File: config.mk
export PLATFORM = sky130hd
export DESIGN_NAME = median_window_fetch_flat
export DESIGN_NICKNAME = d
export VERILOG_FILES = /design/src/rtl/median_filter_pkg.sv /design/src/rtl/median_window_fetch_if.sv /design/src/rtl/median_window_fetch_addr_gen.sv /design/src/rtl/median_window_fetch.sv /design/src/flat_wrapper.sv
export SDC_FILE = /design/constraint.sdc
export NUM_CORES = 1
export LEC_CHECK = 0
export CELL_PAD_IN_SITES_DETAIL_PLACEMENT = 1
export CELL_PAD_IN_SITES_GLOBAL_PLACEMENT = 1
export CORE_UTILIZATION = 40
export CTS_BUF_LIST = sky130_fd_sc_hd__clkbuf_4 sky130_fd_sc_hd__clkbuf_8 sky130_fd_sc_hd__clkbuf_16
export DETAILED_ROUTE_END_ITERATION = 16
export GPL_TIMING_DRIVEN = 0
export HOLD_SLACK_MARGIN = 0.15
export PLACE_DENSITY_LB_ADDON = 0.1
export SYNTH_ARGS = -nofsm -noshare
export SYNTH_HDL_FRONTEND = slang
export SYNTH_SLANG_ARGS = --single-unit
File: constraint.sdc
create_clock -name clk -period 9.7 [get_ports clk]
set_input_delay 1.455 -clock clk [delete_from_list [all_inputs] [get_ports clk]]
set_output_delay 1.455 -clock clk [all_outputs]
set_load 0.01 [all_outputs]
File: src/rtl/median_filter_pkg.sv
// Shared types and constants for the median filter read path.
//   fetch_state_t  : window fetch sequencer states
//   TAP_DR/TAP_DC  : row/column offsets of window tap k (k = 3*(dr+1)+(dc+1))
//   WIN_BITS       : packed 3x3 window width (9 taps x 8 bits)
//   RD_LATENCY     : image RAM read latency in cycles
package median_filter_pkg;

    localparam int unsigned TAP_N      = 9;
    localparam int unsigned TAP_IDX_W  = 4;
    localparam int unsigned PIX_W      = 8;
    localparam int unsigned WIN_BITS   = 72;
    localparam int unsigned RD_LATENCY = 2;

    localparam int TAP_DR [TAP_N] = '{-1, -1, -1, 0, 0, 0, 1, 1, 1};
    localparam int TAP_DC [TAP_N] = '{-1, 0, 1, -1, 0, 1, -1, 0, 1};

    typedef enum logic [2:0] {
        S_IDLE  = 3'd0,
        S_FETCH = 3'd1,
        S_DRAIN = 3'd2,
        S_OUT   = 3'd3,
        S_DONE  = 3'd4
    } fetch_state_t;

endpackage

File: src/rtl/median_window_fetch_if.sv
// RAM read port and window output handshake of the window fetch sequencer.
//   master : sequencer side (drives reads and presents windows)
//   slave  : RAM + downstream median stage side
interface median_window_fetch_if
    import median_filter_pkg::*;
#(
    parameter int unsigned IMG_W  = 256,
    parameter int unsigned IMG_H  = 256,
    parameter int unsigned ADDR_W = $clog2(IMG_W * IMG_H) + 1
);
    localparam int unsigned ROW_W = $clog2(IMG_H);
    localparam int unsigned COL_W = $clog2(IMG_W);

    logic                rd_en;
    logic [ADDR_W-1:0]   rd_addr;
    logic [PIX_W-1:0]    rd_data;
    logic                win_valid;
    logic                win_ready;
    logic [WIN_BITS-1:0] win_data;
    logic [ROW_W-1:0]    win_row;
    logic [COL_W-1:0]    win_col;

    modport master (
        output rd_en, rd_addr, win_valid, win_data, win_row, win_col,
        input  rd_data, win_ready
    );

    modport slave (
        input  rd_en, rd_addr, win_valid, win_data, win_row, win_col,
        output rd_data, win_ready
    );

endinterface

File: src/rtl/median_window_fetch_addr_gen.sv
// Combinational address generator: (row, col, tap k) -> clamped RAM address.
// Clamping to the image edges replicates border pixels.
//   row_i, col_i : window centre
//   k_i          : tap index 0..8
//   addr_o       : clamp(row+dr)*IMG_W + clamp(col+dc)
module window_addr_gen
    import median_filter_pkg::*;
#(
    parameter int unsigned IMG_W  = 256,
    parameter int unsigned IMG_H  = 256,
    parameter int unsigned ADDR_W = $clog2(IMG_W * IMG_H) + 1,
    parameter int unsigned ROW_W  = $clog2(IMG_H),
    parameter int unsigned COL_W  = $clog2(IMG_W)
) (
    input  logic [ROW_W-1:0]     row_i,
    input  logic [COL_W-1:0]     col_i,
    input  logic [TAP_IDX_W-1:0] k_i,
    output logic [ADDR_W-1:0]    addr_o
);

    logic [TAP_IDX_W-1:0] tap;
    int                   r_s;
    int                   c_s;
    int                   r_c;
    int                   c_c;

    // Clamp before the multiply so the product never exceeds IMG_W*IMG_H-1.
    always_comb begin
        tap = (k_i < TAP_IDX_W'(TAP_N)) ? k_i : TAP_IDX_W'(TAP_N - 1);
        r_s = int'({1'b0, row_i}) + TAP_DR[tap];
        c_s = int'({1'b0, col_i}) + TAP_DC[tap];
        r_c = r_s;
        c_c = c_s;
        if (r_s < 0)                    r_c = 0;
        else if (r_s > int'(IMG_H) - 1) r_c = int'(IMG_H) - 1;
        if (c_s < 0)                    c_c = 0;
        else if (c_s > int'(IMG_W) - 1) c_c = int'(IMG_W) - 1;
        addr_o = ADDR_W'(r_c * int'(IMG_W) + c_c);
    end

endmodule

File: src/rtl/median_window_fetch.sv
// Read-side sequencer for the image RAM: for each pixel in raster order it
// issues the nine 3x3 neighbourhood reads, absorbs the RAM read latency and
// presents the assembled window over a valid/ready handshake.
//   clk, rst_n : clock, synchronous active-low reset
//   start      : begin a frame scan (sampled in IDLE only)
//   busy       : frame scan in progress
//   done       : one-cycle pulse after the last window handshake
//   bus        : RAM read port + window output (master modport)
module median_window_fetch
    import median_filter_pkg::*;
#(
    parameter int unsigned IMG_W  = 256,
    parameter int unsigned IMG_H  = 256,
    parameter int unsigned ADDR_W = $clog2(IMG_W * IMG_H) + 1
) (
    input  logic                  clk,
    input  logic                  rst_n,
    input  logic                  start,
    output logic                  busy,
    output logic                  done,
    median_window_fetch_if.master bus
);

    localparam int unsigned ROW_W = $clog2(IMG_H);
    localparam int unsigned COL_W = $clog2(IMG_W);

    fetch_state_t         state_q, state_d;
    logic [ROW_W-1:0]     row_q, row_d;
    logic [COL_W-1:0]     col_q, col_d;
    logic [TAP_IDX_W-1:0] k_q, k_d;
    logic [1:0]           drain_q, drain_d;

    logic                 busy_q, done_q, rd_en_q, win_valid_q;
    logic [ADDR_W-1:0]    rd_addr_q;
    logic [ADDR_W-1:0]    addr_c;
    logic [TAP_IDX_W-1:0] rd_tap_q;
    logic [RD_LATENCY-1:0] infl_vld_q;
    logic [TAP_IDX_W-1:0] infl_tap_q [RD_LATENCY];
    logic [WIN_BITS-1:0]  win_q;

    // Address for the read issued next cycle, computed from next-state coordinates.
    window_addr_gen #(
        .IMG_W (IMG_W),
        .IMG_H (IMG_H),
        .ADDR_W(ADDR_W),
        .ROW_W (ROW_W),
        .COL_W (COL_W)
    ) u_addr_gen (
        .row_i (row_d),
        .col_i (col_d),
        .k_i   (k_d),
        .addr_o(addr_c)
    );

    // Next-state logic.
    always_comb begin
        state_d = state_q;
        row_d   = row_q;
        col_d   = col_q;
        k_d     = k_q;
        drain_d = drain_q;
        unique case (state_q)
            S_IDLE: begin
                if (start) begin
                    state_d = S_FETCH;
                    row_d   = '0;
                    col_d   = '0;
                    k_d     = '0;
                end
            end
            S_FETCH: begin
                if (k_q == TAP_IDX_W'(TAP_N - 1)) begin
                    state_d = S_DRAIN;
                    drain_d = '0;
                end else begin
                    k_d = k_q + TAP_IDX_W'(1);
                end
            end
            S_DRAIN: begin
                if (drain_q == 2'(RD_LATENCY - 1)) state_d = S_OUT;
                else                                drain_d = drain_q + 2'(1);
            end
            S_OUT: begin
                if (bus.win_ready) begin
                    k_d = '0;
                    if (col_q == COL_W'(IMG_W - 1)) begin
                        col_d = '0;
                        if (row_q == ROW_W'(IMG_H - 1)) begin
                            state_d = S_DONE;
                        end else begin
                            row_d   = row_q + ROW_W'(1);
                            state_d = S_FETCH;
                        end
                    end else begin
                        col_d   = col_q + COL_W'(1);
                        state_d = S_FETCH;
                    end
                end
            end
            S_DONE:  state_d = S_IDLE;
            default: state_d = S_IDLE;
        endcase
    end

    // State, registered outputs and in-flight read tracking.
    always_ff @(posedge clk) begin
        if (!rst_n) begin
            state_q     <= S_IDLE;
            row_q       <= '0;
            col_q       <= '0;
            k_q         <= '0;
            drain_q     <= '0;
            busy_q      <= 1'b0;
            done_q      <= 1'b0;
            rd_en_q     <= 1'b0;
            rd_addr_q   <= '0;
            rd_tap_q    <= '0;
            win_valid_q <= 1'b0;
            infl_vld_q  <= '0;
            for (int i = 0; i < int'(RD_LATENCY); i++) infl_tap_q[i] <= '0;
            win_q       <= '0;
        end else begin
            state_q     <= state_d;
            row_q       <= row_d;
            col_q       <= col_d;
            k_q         <= k_d;
            drain_q     <= drain_d;
            busy_q      <= (state_d != S_IDLE);
            done_q      <= (state_d == S_DONE);
            rd_en_q     <= (state_d == S_FETCH);
            win_valid_q <= (state_d == S_OUT);
            if (state_d == S_FETCH) begin
                rd_addr_q <= addr_c;
                rd_tap_q  <= k_d;
            end
            infl_vld_q    <= {infl_vld_q[RD_LATENCY-2:0], rd_en_q};
            infl_tap_q[0] <= rd_tap_q;
            for (int i = 1; i < int'(RD_LATENCY); i++) infl_tap_q[i] <= infl_tap_q[i-1];
            // Returning read lands in the slot of the tap that issued it.
            if (infl_vld_q[RD_LATENCY-1]) begin
                for (int i = 0; i < int'(TAP_N); i++) begin
                    if (infl_tap_q[RD_LATENCY-1] == TAP_IDX_W'(i)) win_q[8*i +: 8] <= bus.rd_data;
                end
            end
        end
    end

    assign busy          = busy_q;
    assign done          = done_q;
    assign bus.rd_en     = rd_en_q;
    assign bus.rd_addr   = rd_addr_q;
    assign bus.win_valid = win_valid_q;
    assign bus.win_data  = win_q;
    assign bus.win_row   = row_q;
    assign bus.win_col   = col_q;

endmodule

File: src/flat_wrapper.sv
// flat-port wrapper written by rule: the top's interface ports become plain ports
module median_window_fetch_flat import median_filter_pkg::*;
#(
    parameter int unsigned IMG_W  = 256,
    parameter int unsigned IMG_H  = 256,
    parameter int unsigned ADDR_W = $clog2(IMG_W * IMG_H) + 1
)
  (clk, rst_n, start, busy, done, bus_rd_en, bus_rd_addr, bus_win_valid, bus_win_data, bus_win_row, bus_win_col, bus_rd_data, bus_win_ready);
  median_window_fetch_if #(.IMG_W(IMG_W), .IMG_H(IMG_H), .ADDR_W(ADDR_W)) bus_i ();
  input  logic clk;
  input  logic rst_n;
  input  logic start;
  output logic busy;
  output logic done;
  output wire logic [$bits(bus_i.rd_en)-1:0] bus_rd_en;
  output wire logic [$bits(bus_i.rd_addr)-1:0] bus_rd_addr;
  output wire logic [$bits(bus_i.win_valid)-1:0] bus_win_valid;
  output wire logic [$bits(bus_i.win_data)-1:0] bus_win_data;
  output wire logic [$bits(bus_i.win_row)-1:0] bus_win_row;
  output wire logic [$bits(bus_i.win_col)-1:0] bus_win_col;
  input wire logic [$bits(bus_i.rd_data)-1:0] bus_rd_data;
  input wire logic [$bits(bus_i.win_ready)-1:0] bus_win_ready;
  assign bus_rd_en = bus_i.rd_en;
  assign bus_rd_addr = bus_i.rd_addr;
  assign bus_win_valid = bus_i.win_valid;
  assign bus_win_data = bus_i.win_data;
  assign bus_win_row = bus_i.win_row;
  assign bus_win_col = bus_i.win_col;
  assign bus_i.rd_data = bus_rd_data;
  assign bus_i.win_ready = bus_win_ready;
  median_window_fetch #(.IMG_W(IMG_W), .IMG_H(IMG_H), .ADDR_W(ADDR_W)) u_core (.clk(clk), .rst_n(rst_n), .start(start), .busy(busy), .done(done), .bus(bus_i));
endmodule
# After elaboration in Yosys (flattened, before gate mapping)
# Memory sizes are Yosys's and may differ from the RTL's.
# Index checks and enable logic that the tools add are counted.
# word_totals
mem_count	3
mem_bits_ro	1024
in_bits	12
mem_bits_rw	8
register_bits	124
# classes
reduce_logical	14
n_lt_le_gt_ge	6
n_mux	36
bitwise	3
addsub	7
n_eq_ne	20
# memory_table
name	depth	word_bits	read_ports	rd_clocked_by_memory_dff	wr	line_no	source
(no name shown)	16	32	1	0	0	median_window_fetch_addr_gen.sv:31	c_s = int'({1'b0, col_i}) + TAP_DC[tap];
(no name shown)	16	32	1	0	0	median_window_fetch_addr_gen.sv:30	r_s = int'({1'b0, row_i}) + TAP_DR[tap];
u_core.infl_tap_q	2	4	2	0	2	median_window_fetch.sv:38	logic [TAP_IDX_W-1:0] infl_tap_q [RD_LATENCY];
# ops
operator	count
two-way mux 32 bit	4
adder 9 x 32 -> 32 bit	2
> comparator 32 x 9 -> 1 bit, second input constant	2
< comparator 32 x 1 -> 1 bit, second input constant	2
two-way mux 8 bit	7
two-way mux 17 bit	2
case mux 8 bit (2 select lines)	2
two-way mux 4 bit	6
two-way mux 3 bit	6
two-way mux 9 bit	2
AND reduction 2 bit	9
adder 17 bit	1
adder 8 x 1 -> 8 bit, second input constant	2
equality test 4 x 3 -> 1 bit, second input constant	4
equality test 8 bit, second input constant	2
case mux 3 bit (4 select lines)	1
case mux 4 bit (3 select lines)	1
equality test 3 x 2 -> 1 bit, second input constant	3
equality test 4 x 2 -> 1 bit, second input constant	2
equality test 4 bit, second input constant	2
equality test 3 x 1 -> 1 bit, second input constant	2
greater-or-equal comparator 5 bit, second input constant	1
NOT 4 -> 5 bit	1
adder 4 x 1 -> 4 bit, second input constant	1
other kinds (16)	19

# Longest topological paths before layout
# Gate-level depths: netlist of the first run.
# logic_depth
ltp_word	14
ltp_mapped	34
depth_no_buf	33

# Hierarchy
# Synthesis of the first run repeated with hierarchy kept, for this count alone.
# unflattened
cells_unflattened	795
hier_area_um2	7144.4
# modules_own_cells
mod	area_per_inst_um2	instances	cells_per_inst
median_window_fetch	5529.1	1	584
window_addr_gen	1615.3	1	211

# Worst setup path after synthesis of the first run
# No wires, ideal clock.
# synth_timing
kind	input to register
from	input bus_win_ready
to	register u_core.rd_addr_q[9], in the netlist u_core.bus.rd_addr[9]
setup_time_ns	0.132
t_required_ns	9.568
n_path_buf	2
setup_slack_ns	2.550
arrival_ns	7.018
stages	27
path_cell_list	nand2_1 -> nand2_1 -> o21a_1 -> clkbuf_1 -> nand2_1 -> a21o_1 -> and2_1 -> ha_1 -> or4_1 -> buf_2 -> inv_1 -> ha_1 -> o21ai_0 -> o211a_1 -> nor2_1 -> a21oi_1 -> or2_2 -> ha_1 -> nor4b_1 -> nand2_1 -> nor3_1 -> nand3_1 -> a2111oi_4 -> o22ai_1 -> fa_1 -> nand2_1 -> a21oi_1
# synth_between
elab_chain_cells	13
elab_cells_between_ends	29
# synth_lines
item	line_no	source
start: declaration	flat_wrapper.sv:22	input wire logic [$bits(bus_i.win_ready)-1:0] bus_win_ready;
two-way mux 4 bit	median_window_fetch.sv:84	if (bus.win_ready) begin
case mux 4 bit (3 select lines)	median_window_fetch.sv:62	unique case (state_q)
< comparator 4 bit	median_window_fetch_addr_gen.sv:29	tap = (k_i < TAP_IDX_W'(TAP_N)) ? k_i : TAP_IDX_W'(TAP_N - 1);
two-way mux 4 bit	median_window_fetch_addr_gen.sv:29	
NOT 4 -> 5 bit (not written as such)	median_window_fetch_addr_gen.sv:30, median_window_fetch_addr_gen.sv:31	
memory (16 x 32 bit) (on tied branches)	-	
two-way mux 32 bit (on tied branches) (2 in series)	median_window_fetch_addr_gen.sv:30, median_window_fetch_addr_gen.sv:31	
adder 9 x 32 -> 32 bit (on tied branches)	median_window_fetch_addr_gen.sv:30, median_window_fetch_addr_gen.sv:31	
> comparator 32 x 9 -> 1 bit (on tied branches)	median_window_fetch_addr_gen.sv:35, median_window_fetch_addr_gen.sv:37	
two-way mux 9 bit or two-way mux 17 bit (tied branches)	median_window_fetch_addr_gen.sv:35, median_window_fetch_addr_gen.sv:37	
two-way mux 9 bit or two-way mux 17 bit (tied branches)	median_window_fetch_addr_gen.sv:34, median_window_fetch_addr_gen.sv:36	
adder 17 bit (*)	median_window_fetch_addr_gen.sv:38	addr_o = ADDR_W'(r_c * int'(IMG_W) + c_c);
net u_core.addr_c[9]	median_window_fetch.sv:35	logic [ADDR_W-1:0] addr_c;
end signal: assignment	median_window_fetch.sv:133	rd_addr_q <= addr_c;
end: declaration	median_window_fetch.sv:34	logic [ADDR_W-1:0] rd_addr_q;
# The timed path passes the listed nets; every way through them passes the cells marked *. The select of a mux whose other input is x is not followed.
# A chain may end at the register's enable or synchronous reset.

# Final worst setup path of the first run
# layout_timing
from	input bus_win_ready
to	register u_core.rd_addr_q[15], in the netlist u_core.bus.rd_addr[15]
# layout_between
elab_chain_cells	13
elab_cells_between_ends	29
# layout_lines
item	line_no
two-way mux 4 bit	median_window_fetch.sv:84
case mux 4 bit (3 select lines)	median_window_fetch.sv:62
< comparator 4 bit	median_window_fetch_addr_gen.sv:29
two-way mux 4 bit	median_window_fetch_addr_gen.sv:29
NOT 4 -> 5 bit (not written as such)	median_window_fetch_addr_gen.sv:30, median_window_fetch_addr_gen.sv:31
memory (16 x 32 bit) (on tied branches)	-
two-way mux 32 bit (on tied branches) (2 in series)	median_window_fetch_addr_gen.sv:30, median_window_fetch_addr_gen.sv:31
adder 9 x 32 -> 32 bit (on tied branches)	median_window_fetch_addr_gen.sv:30, median_window_fetch_addr_gen.sv:31
> comparator 32 x 9 -> 1 bit (on tied branches)	median_window_fetch_addr_gen.sv:35, median_window_fetch_addr_gen.sv:37
two-way mux 9 bit or two-way mux 17 bit (tied branches)	median_window_fetch_addr_gen.sv:35, median_window_fetch_addr_gen.sv:37
two-way mux 9 bit or two-way mux 17 bit (tied branches)	median_window_fetch_addr_gen.sv:34, median_window_fetch_addr_gen.sv:36
adder 17 bit	median_window_fetch_addr_gen.sv:38
# Parallel ways exist; a longest one is shown, timed or not. The select of a mux whose other input is x is not followed.

==> results of run 1 <==
## sequential cells by signal (all words and copies together) (netlist names), 2 cells and up
register,flops
u_core.bus.rd_addr,17
u_core.bus.win_col,8
u_core.bus.win_data,72
u_core.bus.win_row,8
u_core.drain_q,2
u_core.infl_tap_q,8
u_core.infl_vld_q,2
u_core.k_q,4
u_core.rd_tap_q,4
u_core.state_q,3
## power groups by stage
stage	Clock [uW]	Sequential [uW]	Combinational (uW)
6_report	612	567	165
5_1_grt	647	569	181
4_1_cts	621	568	165
3_5_place_dp	0	579	164
3_3_place_gp	0	579	155
2_1_floorplan	0	582	96.6
## worst paths after layout
check | slack [ns] | endpoint | start
max reg2reg | 1.69 | u_core.bus.rd_addr[15] | u_core.k_q[0]
min reg2reg | 0.43 | u_core.infl_tap_q[0][4] | u_core.infl_tap_q[0][0]
max | 0.91 | u_core.bus.rd_addr[15] | bus_win_ready
min | 0.43 | u_core.infl_tap_q[0][4] | u_core.infl_tap_q[0][0]
## kinds of logic (layout without fill, tap and decap cells)
| kind of cell | Yosys count | count (layout) | share of synthesized area, % |
|---|---|---|---|
| XOR/XNOR | 16 | 16 | 2.01 |
| buffers and inverters | 58 | 201 | 3.60 |
| AO/OA/AOI/OAI | 145 | 145 | 13.7 |
| adder cells (fa/ha/maj) | 57 | 57 | 10.5 |
| multiplexers | 82 | 82 | 11.8 |
| AND/OR/NAND/NOR | 277 | 277 | 20.4 |
| other | 1 | 9 | 0.0537 |
| flip-flops | 132 | 132 | 37.8 |
## cells in the mapped netlist (4+ instances only)
library cell	count
xnor2_1	10
nor3_1	15
nand3_1	12
xor2_1	6
or2_2	7
o21bai_1	5
o21ai_0	30
a22o_1	4
nand4b_1	8
buf_6	4
dfxtp_1	132
and2_1	30
a31oi_1	8
nand4_1	4
o31ai_1	4
nor4_1	9
a21o_1	10
mux2i_1	77
buf_1	12
nand3b_1	4
nor2_1	103
a211oi_1	6
nor2b_1	4
a21oi_1	41
o22ai_1	8
clkbuf_1	21
inv_1	18
and3_1	7
nand2_1	45
mux2_2	5
nor3b_1	4
ha_1	54
o211ai_1	6
nand2b_1	4
## routing by layer
layer / global-route usage [%] / up-vias
li1: - / 3002
met1: 27.4 / 2961
met2: 41.0 / 141
met3: 4.46 / 33
met4: 8.80 / 0
met5: 0 / -
## layout by cell type (no fill, tap or decap), types with 15 or more instances in the layout
cell             count
dfxtp_1            132
clkdlybuf4s50_1    112
nor2_1             103
mux2i_1             77
ha_1                54
nand2_1             45
a21oi_1             41
and2_1              30
o21ai_0             30
clkbuf_1            21
inv_1               18
clkbuf_16           17
nor3_1              15
## metrics by stage
stage	std cells	worst slack [ns]	total power, uW
after floorplan	776	2.55	679
after global placement	1108	0.863	734
after detailed placement	1108	0.583	743
after CTS	1139	0.928	1350
after global routing	1139	0.343	1400
final	1139	0.907	1340
## area by class of cell
type | count | area (um^2)
Buffer | 40 | 184
Clock buffer | 17 | 425
Clock inverter | 14 | 130
Fill cell | 1957 | 7850
Inverter | 18 | 67.6
Multi-Input combinational cell | 586 | 4120
Sequential cell | 132 | 2640
Tap cell | 220 | 275
Timing Repair Buffer | 112 | 1120
==> flow_metrics.py, run 1 <==
metrics = {
    "status": {
        "run_status": "finished clean",
    },
    "timing": {
        "fmax_ghz": 0.114,
        "worst_case_clock_skew_ns": 0.00929,
        "fin_crit_sh_pct": 90.7,
        "setup_repair_after_global_routing_missed_its_margin": "false",
        "hold_viol": 0,
        "finalMaxSlewViolations": 0,
        "worstMarginPinSlew_ns": 0.944,
        "max-slew-margin-rel_pct": 36.5,
        "timing.final.setup_violations": 0,
        "timing.final.crit_period_ns": 8.79,
        "timing.setup.tns_ns": 0,
        "final.hold.worst_slack_ns": 0.431,
    },
    "global_routing": {
        "grt_first_pass_wirelength_um": 32400,
        "pin_count_of_the_biggest_net_entering_global_routing": 29,
        "gr-total-overflow": 0,
        "first_global_vias": 6296,
        "globalRouteTotalUtil_pct": 23.1,
        "grt_antenna_before_repair": 0,
    },
    "clock_tree": {
        "maximum_clock_insertion_buffer_count": 2,
        "number_of_resized_instances_in_the_post_cts_repair_step": 0,
        "number_of_levels_the_h_tree_was_split_into": 4,
        "postCtsHoldBufs": 0,
        "clk_pin_slew_worst_paths_ns": 0.05,
        "worst_skew_pair.late_latency_ns": 0.43,
        "buffer_type_at_the_clock_tree_root": "clkbuf_16",
        "tritoncts.num_buffers": 17,
        "postCtsSetupRepairBufs": 0,
        "tritoncts": "yes",
        "cts_num_sinks": 132,
    },
    "critical_path": {
        "timing.critical_path.arrival_ns": 9.08,
        "worstPathBufferInverterCount": 4,
        "number_of_stages_on_the_worst_setup_path": 29,
        "timing_worst_setup_path_type": "in -> reg",
        "crit_family": "simple AND/OR/NAND/NOR gates",
        "worst-r2r-cell-count": 30,
        "critPathCaptureType": "flip-flop",
        "crit_slowest_cell": "clkdlybuf4s50_1",
        "critPathMaxStageDelay_ns": 0.65,
        "timing.critical_path.required_ns": 9.98,
        "crit_path_start_kind": "input port",
        "cp_max_fo": 19,
    },
    "floorplanning": {
        "num_rows": 47,
        "core_area_um2": 16800,
        "io-pin-count": 121,
        "floorplan.die.width_um": 134,
        "floorplan.initialDensity_pct": 41.5,
        "die_height_um": 134,
        "floorplan.die_area_um2": 18000,
    },
    "detailed_routing": {
        "routed_wire_length_per_instance_um": 17.9,
        "via_per_inst": 5.39,
        "drt_first_iter_violations": 171,
        "topRoutingLayerUsed": "met4",
        "met2WireLength_um": 10000,
        "wl_um": 20400,
        "postRouteAntennaNets": 0,
        "detail_route.drc_violations": 0,
        "wl_met1_um": 9150,
        "route.met3.wl_um": 716,
        "drtPass1Iterations": 4,
        "num_vias": 6137,
    },
    "logic_synthesis": {
        "postSynth.asyncResetShare_pct": 0,
        "netlist-cell-type-count": 72,
        "postSynthAreaPerCell_um2": 9.09,
        "synth_area_leader_cell": "dfxtp_1",
        "post_synth_instance_area_um2": 6980,
        "synth_seq_area_share_pct": 37.8,
        "synth_top_flop_cell": "dfxtp_1",
        "share_of_the_synthesized_area_in_the_top_cell_type_pct": 37.8,
        "synth.ff_latch_count": 132,
        "synth_warnings": 0,
        "edff_count_synth": 0,
        "post_synth_inst_count": 768,
        "synth.top_cells.by_area": "dfxtp_1 38%, mux2i_1 11%, ha_1 9.7%",
    },
    "place": {
        "place.port_buffers": 112,
        "gpl.final_weighted_congestion": 0.850,
        "post-dp-hpwl_um": 15200,
        "place_area_um2": 8410,
    },
    "power_and_ir_drop": {
        "total_switching_power_uw": 365,
        "power.share.clock_pct": 45.5,
        "p_int_uw": 979,
        "leakagePower_uw": 0.00367,
        "p_sw_share_pct": 27.2,
        "pwr-share-seq_pct": 42.2,
        "cellPowerDensity_nw_per_um2": 150,
        "ir_drop_mv": 0.139,
        "pwr-share-comb_pct": 12.3,
    },
    "cells_and_area": {
        "final_nets": 976,
        "diodes": 0,
        "postLayoutCellArea_um2": 8960,
        "syn_to_final_growth_pct": 28.4,
        "finalCoreUtilization_pct": 53.3,
        "drive_gt1_share_pct": 7.51,
    },
    "flow_run": {
        "cap_violations": 0,
    },
    "min_path": {
        "worstHoldPathType": "reg -> reg",
        "worst_hold_path.num_cells": 1,
    },
}
(Power assumes the default switching activity.)
==> inputs of run 2 (changes only) <==
Settings changed: CTS_CLUSTER_SIZE set to 24, TNS_END_PERCENT set to 50.
==> results of run 2 <==
The final DEF is identical to that of run 1; final timing and power are the same.
==> inputs of run 3 (changes only) <==
Settings changed: CORE_MARGIN set to 5.
==> flow_metrics.py, run 3 (synthesis results as in run 1) <==
metrics = {
    "place": {
        "gpl.final_weighted_congestion": 0.835,
        "post-dp-hpwl_um": 15500,
        "placedCellCount": 1113,
        "place.port_buffers": 112,
    },
    "timing": {
        "max-slew-margin-rel_pct": 36.8,
        "fin_crit_sh_pct": 90.5,
        "timing.final.crit_period_ns": 8.78,
        "setup_repair_after_global_routing_missed_its_margin": "false",
        "hold_viol": 0,
        "final.hold.worst_slack_ns": 0.433,
        "fmax_ghz": 0.114,
        "worstMarginPinSlew_ns": 0.941,
        "worst_case_clock_skew_ns": 0.00969,
        "timing.final.setup_violations": 0,
        "finalMaxSlewViolations": 0,
        "timing.setup.tns_ns": 0,
    },
    "critical_path": {
        "crit_path_start_kind": "input port",
        "timing.critical_path.arrival_ns": 9.06,
        "cp_max_fo": 19,
        "critPathMaxStageDelay_ns": 0.67,
        "timing.critical_path.required_ns": 9.98,
        "crit_slowest_cell": "clkdlybuf4s50_1",
        "timing_worst_setup_path_type": "in -> reg",
        "critPathCaptureType": "flip-flop",
    },
    "clock_tree": {
        "number_of_resized_instances_in_the_post_cts_repair_step": 0,
        "postCtsHoldBufs": 0,
        "cts_num_sinks": 132,
        "postCtsSetupRepairBufs": 0,
        "tritoncts": "yes",
        "tritoncts.num_buffers": 17,
        "clk_pin_slew_worst_paths_ns": 0.06,
        "maximum_clock_insertion_buffer_count": 2,
        "worst_skew_pair.late_latency_ns": 0.42,
        "buffer_type_at_the_clock_tree_root": "clkbuf_16",
        "number_of_levels_the_h_tree_was_split_into": 4,
    },
    "cells_and_area": {
        "drive_gt1_share_pct": 7.61,
        "layout_commonest_cell": "dfxtp_1",
        "largest_reg_flops": 72,
        "syn_to_final_growth_pct": 29.0,
        "layout.cells.most_common_list": "132 x dfxtp_1, 112 x clkdlybuf4s50_1, 103 x nor2_1",
        "final_nets": 976,
        "diodes": 0,
        "finalCoreUtilization_pct": 52.3,
        "stdcell_count": 1145,
        "fill_cells": 1976,
    },
    "floorplanning": {
        "io-pin-count": 121,
        "floorplan.initialDensity_pct": 40.5,
        "die_height_um": 142,
        "floorplan.die_area_um2": 20200,
        "core_area_um2": 17200,
        "floorplan.die.width_um": 142,
        "num_rows": 48,
    },
    "power_and_ir_drop": {
        "ir_drop_mv": 0.125,
        "pwr-share-comb_pct": 12.0,
        "power.share.clock_pct": 46.6,
        "p_int_uw": 1010,
        "leakagePower_uw": 0.00368,
        "total_switching_power_uw": 359,
        "cellPowerDensity_nw_per_um2": 152,
        "pwr-share-seq_pct": 41.3,
        "p_total_uw": 1370,
        "p_sw_share_pct": 26.2,
    },
    "detailed_routing": {
        "num_vias": 6116,
        "via_per_inst": 5.34,
        "drt_first_iter_violations": 195,
        "drtPass1Iterations": 4,
        "routed_wire_length_per_instance_um": 17.9,
        "postRouteAntennaNets": 0,
        "wl_um": 20400,
        "detail_route.drc_violations": 0,
    },
    "global_routing": {
        "first_global_vias": 6471,
        "globalRouteTotalUtil_pct": 20.5,
        "pin_count_of_the_biggest_net_entering_global_routing": 29,
        "grt_first_pass_wirelength_um": 33500,
        "gr-total-overflow": 0,
        "grt_antenna_before_repair": 0,
    },
    "min_path": {
        "worstHoldPathType": "reg -> reg",
    },
    "status": {
        "run_status": "finished clean",
    },
    "flow_run": {
        "cap_violations": 0,
    },
}
## run 3: cell count changes in the layout (fill, tap and decap cells not counted)
cell | previous run | this run
inv_6 | 4 | 1
clkbuf_4 | 0 | 2
clkinv_2 | 3 | 1
clkinv_4 | 4 | 6
bufinv_16 | 1 | 2
inv_8 | 0 | 1
## run 3: path summary, 6_finish.rpt
kind | from | end | slack, ns | cells after the start
worst max-delay path | bus_win_ready | u_core.bus.rd_addr[15] | 0.92 | 29
worst min-delay path | u_core.infl_tap_q[0][0] | u_core.infl_tap_q[0][4] | 0.43 | 1
worst max register to register | u_core.k_q[0] | u_core.bus.rd_addr[15] | 1.73 | 30
worst min register to register | u_core.infl_tap_q[0][0] | u_core.infl_tap_q[0][4] | 0.43 | 1
## run 3: power by group through the flow
| stage | clock network [uW] | logic, uW | registers [uW] |
|---|---|---|---|
| finish | 640 | 165 | 568 |
| global route | 676 | 184 | 570 |
| CTS | 654 | 166 | 568 |
| detailed placement | 0 | 164 | 580 |
| global placement | 0 | 156 | 579 |
| floorplan | 0 | 96.6 | 582 |
## run 3: layout make-up
type	instances	area [um^2]	area share, %
multi-input combinational	586	4120	45.7
clock inverter	13	153	1.69
inverter	18	67.6	0.750
sequential	132	2640	29.3
buffer	40	184	2.04
clock buffer	19	440	4.89
timing repair buffer	112	1120	12.4
tap	225	282	3.13
## run 3: per-layer routing
metal  track usage, %  share of wire [%]
met1             24.4                 44
met2             37.5                 51
met3             4.60                4.1
met4             4.60                1.2
met5                0                  0
## run 3: critical path, delay by kind of cell
family          cells  cell delay, ns
simple gates       12            2.74
compound gates      8            1.80
buf+inv             4            1.78
fa+ha+maj           4            1.10
mux                 1            0.19
## run 3: stage by stage
| stage | area (um^2) | setup WS, ns |
|---|---|---|
| 6_report | 9010 | 0.920 |
| 3_5_place_dp | 8420 | 0.580 |
| 3_3_place_gp | 8420 | 0.772 |
| 4_1_cts | 9010 | 0.951 |
| 5_1_grt | 9010 | 0.354 |
| 2_1_floorplan | 7010 | 2.55 |
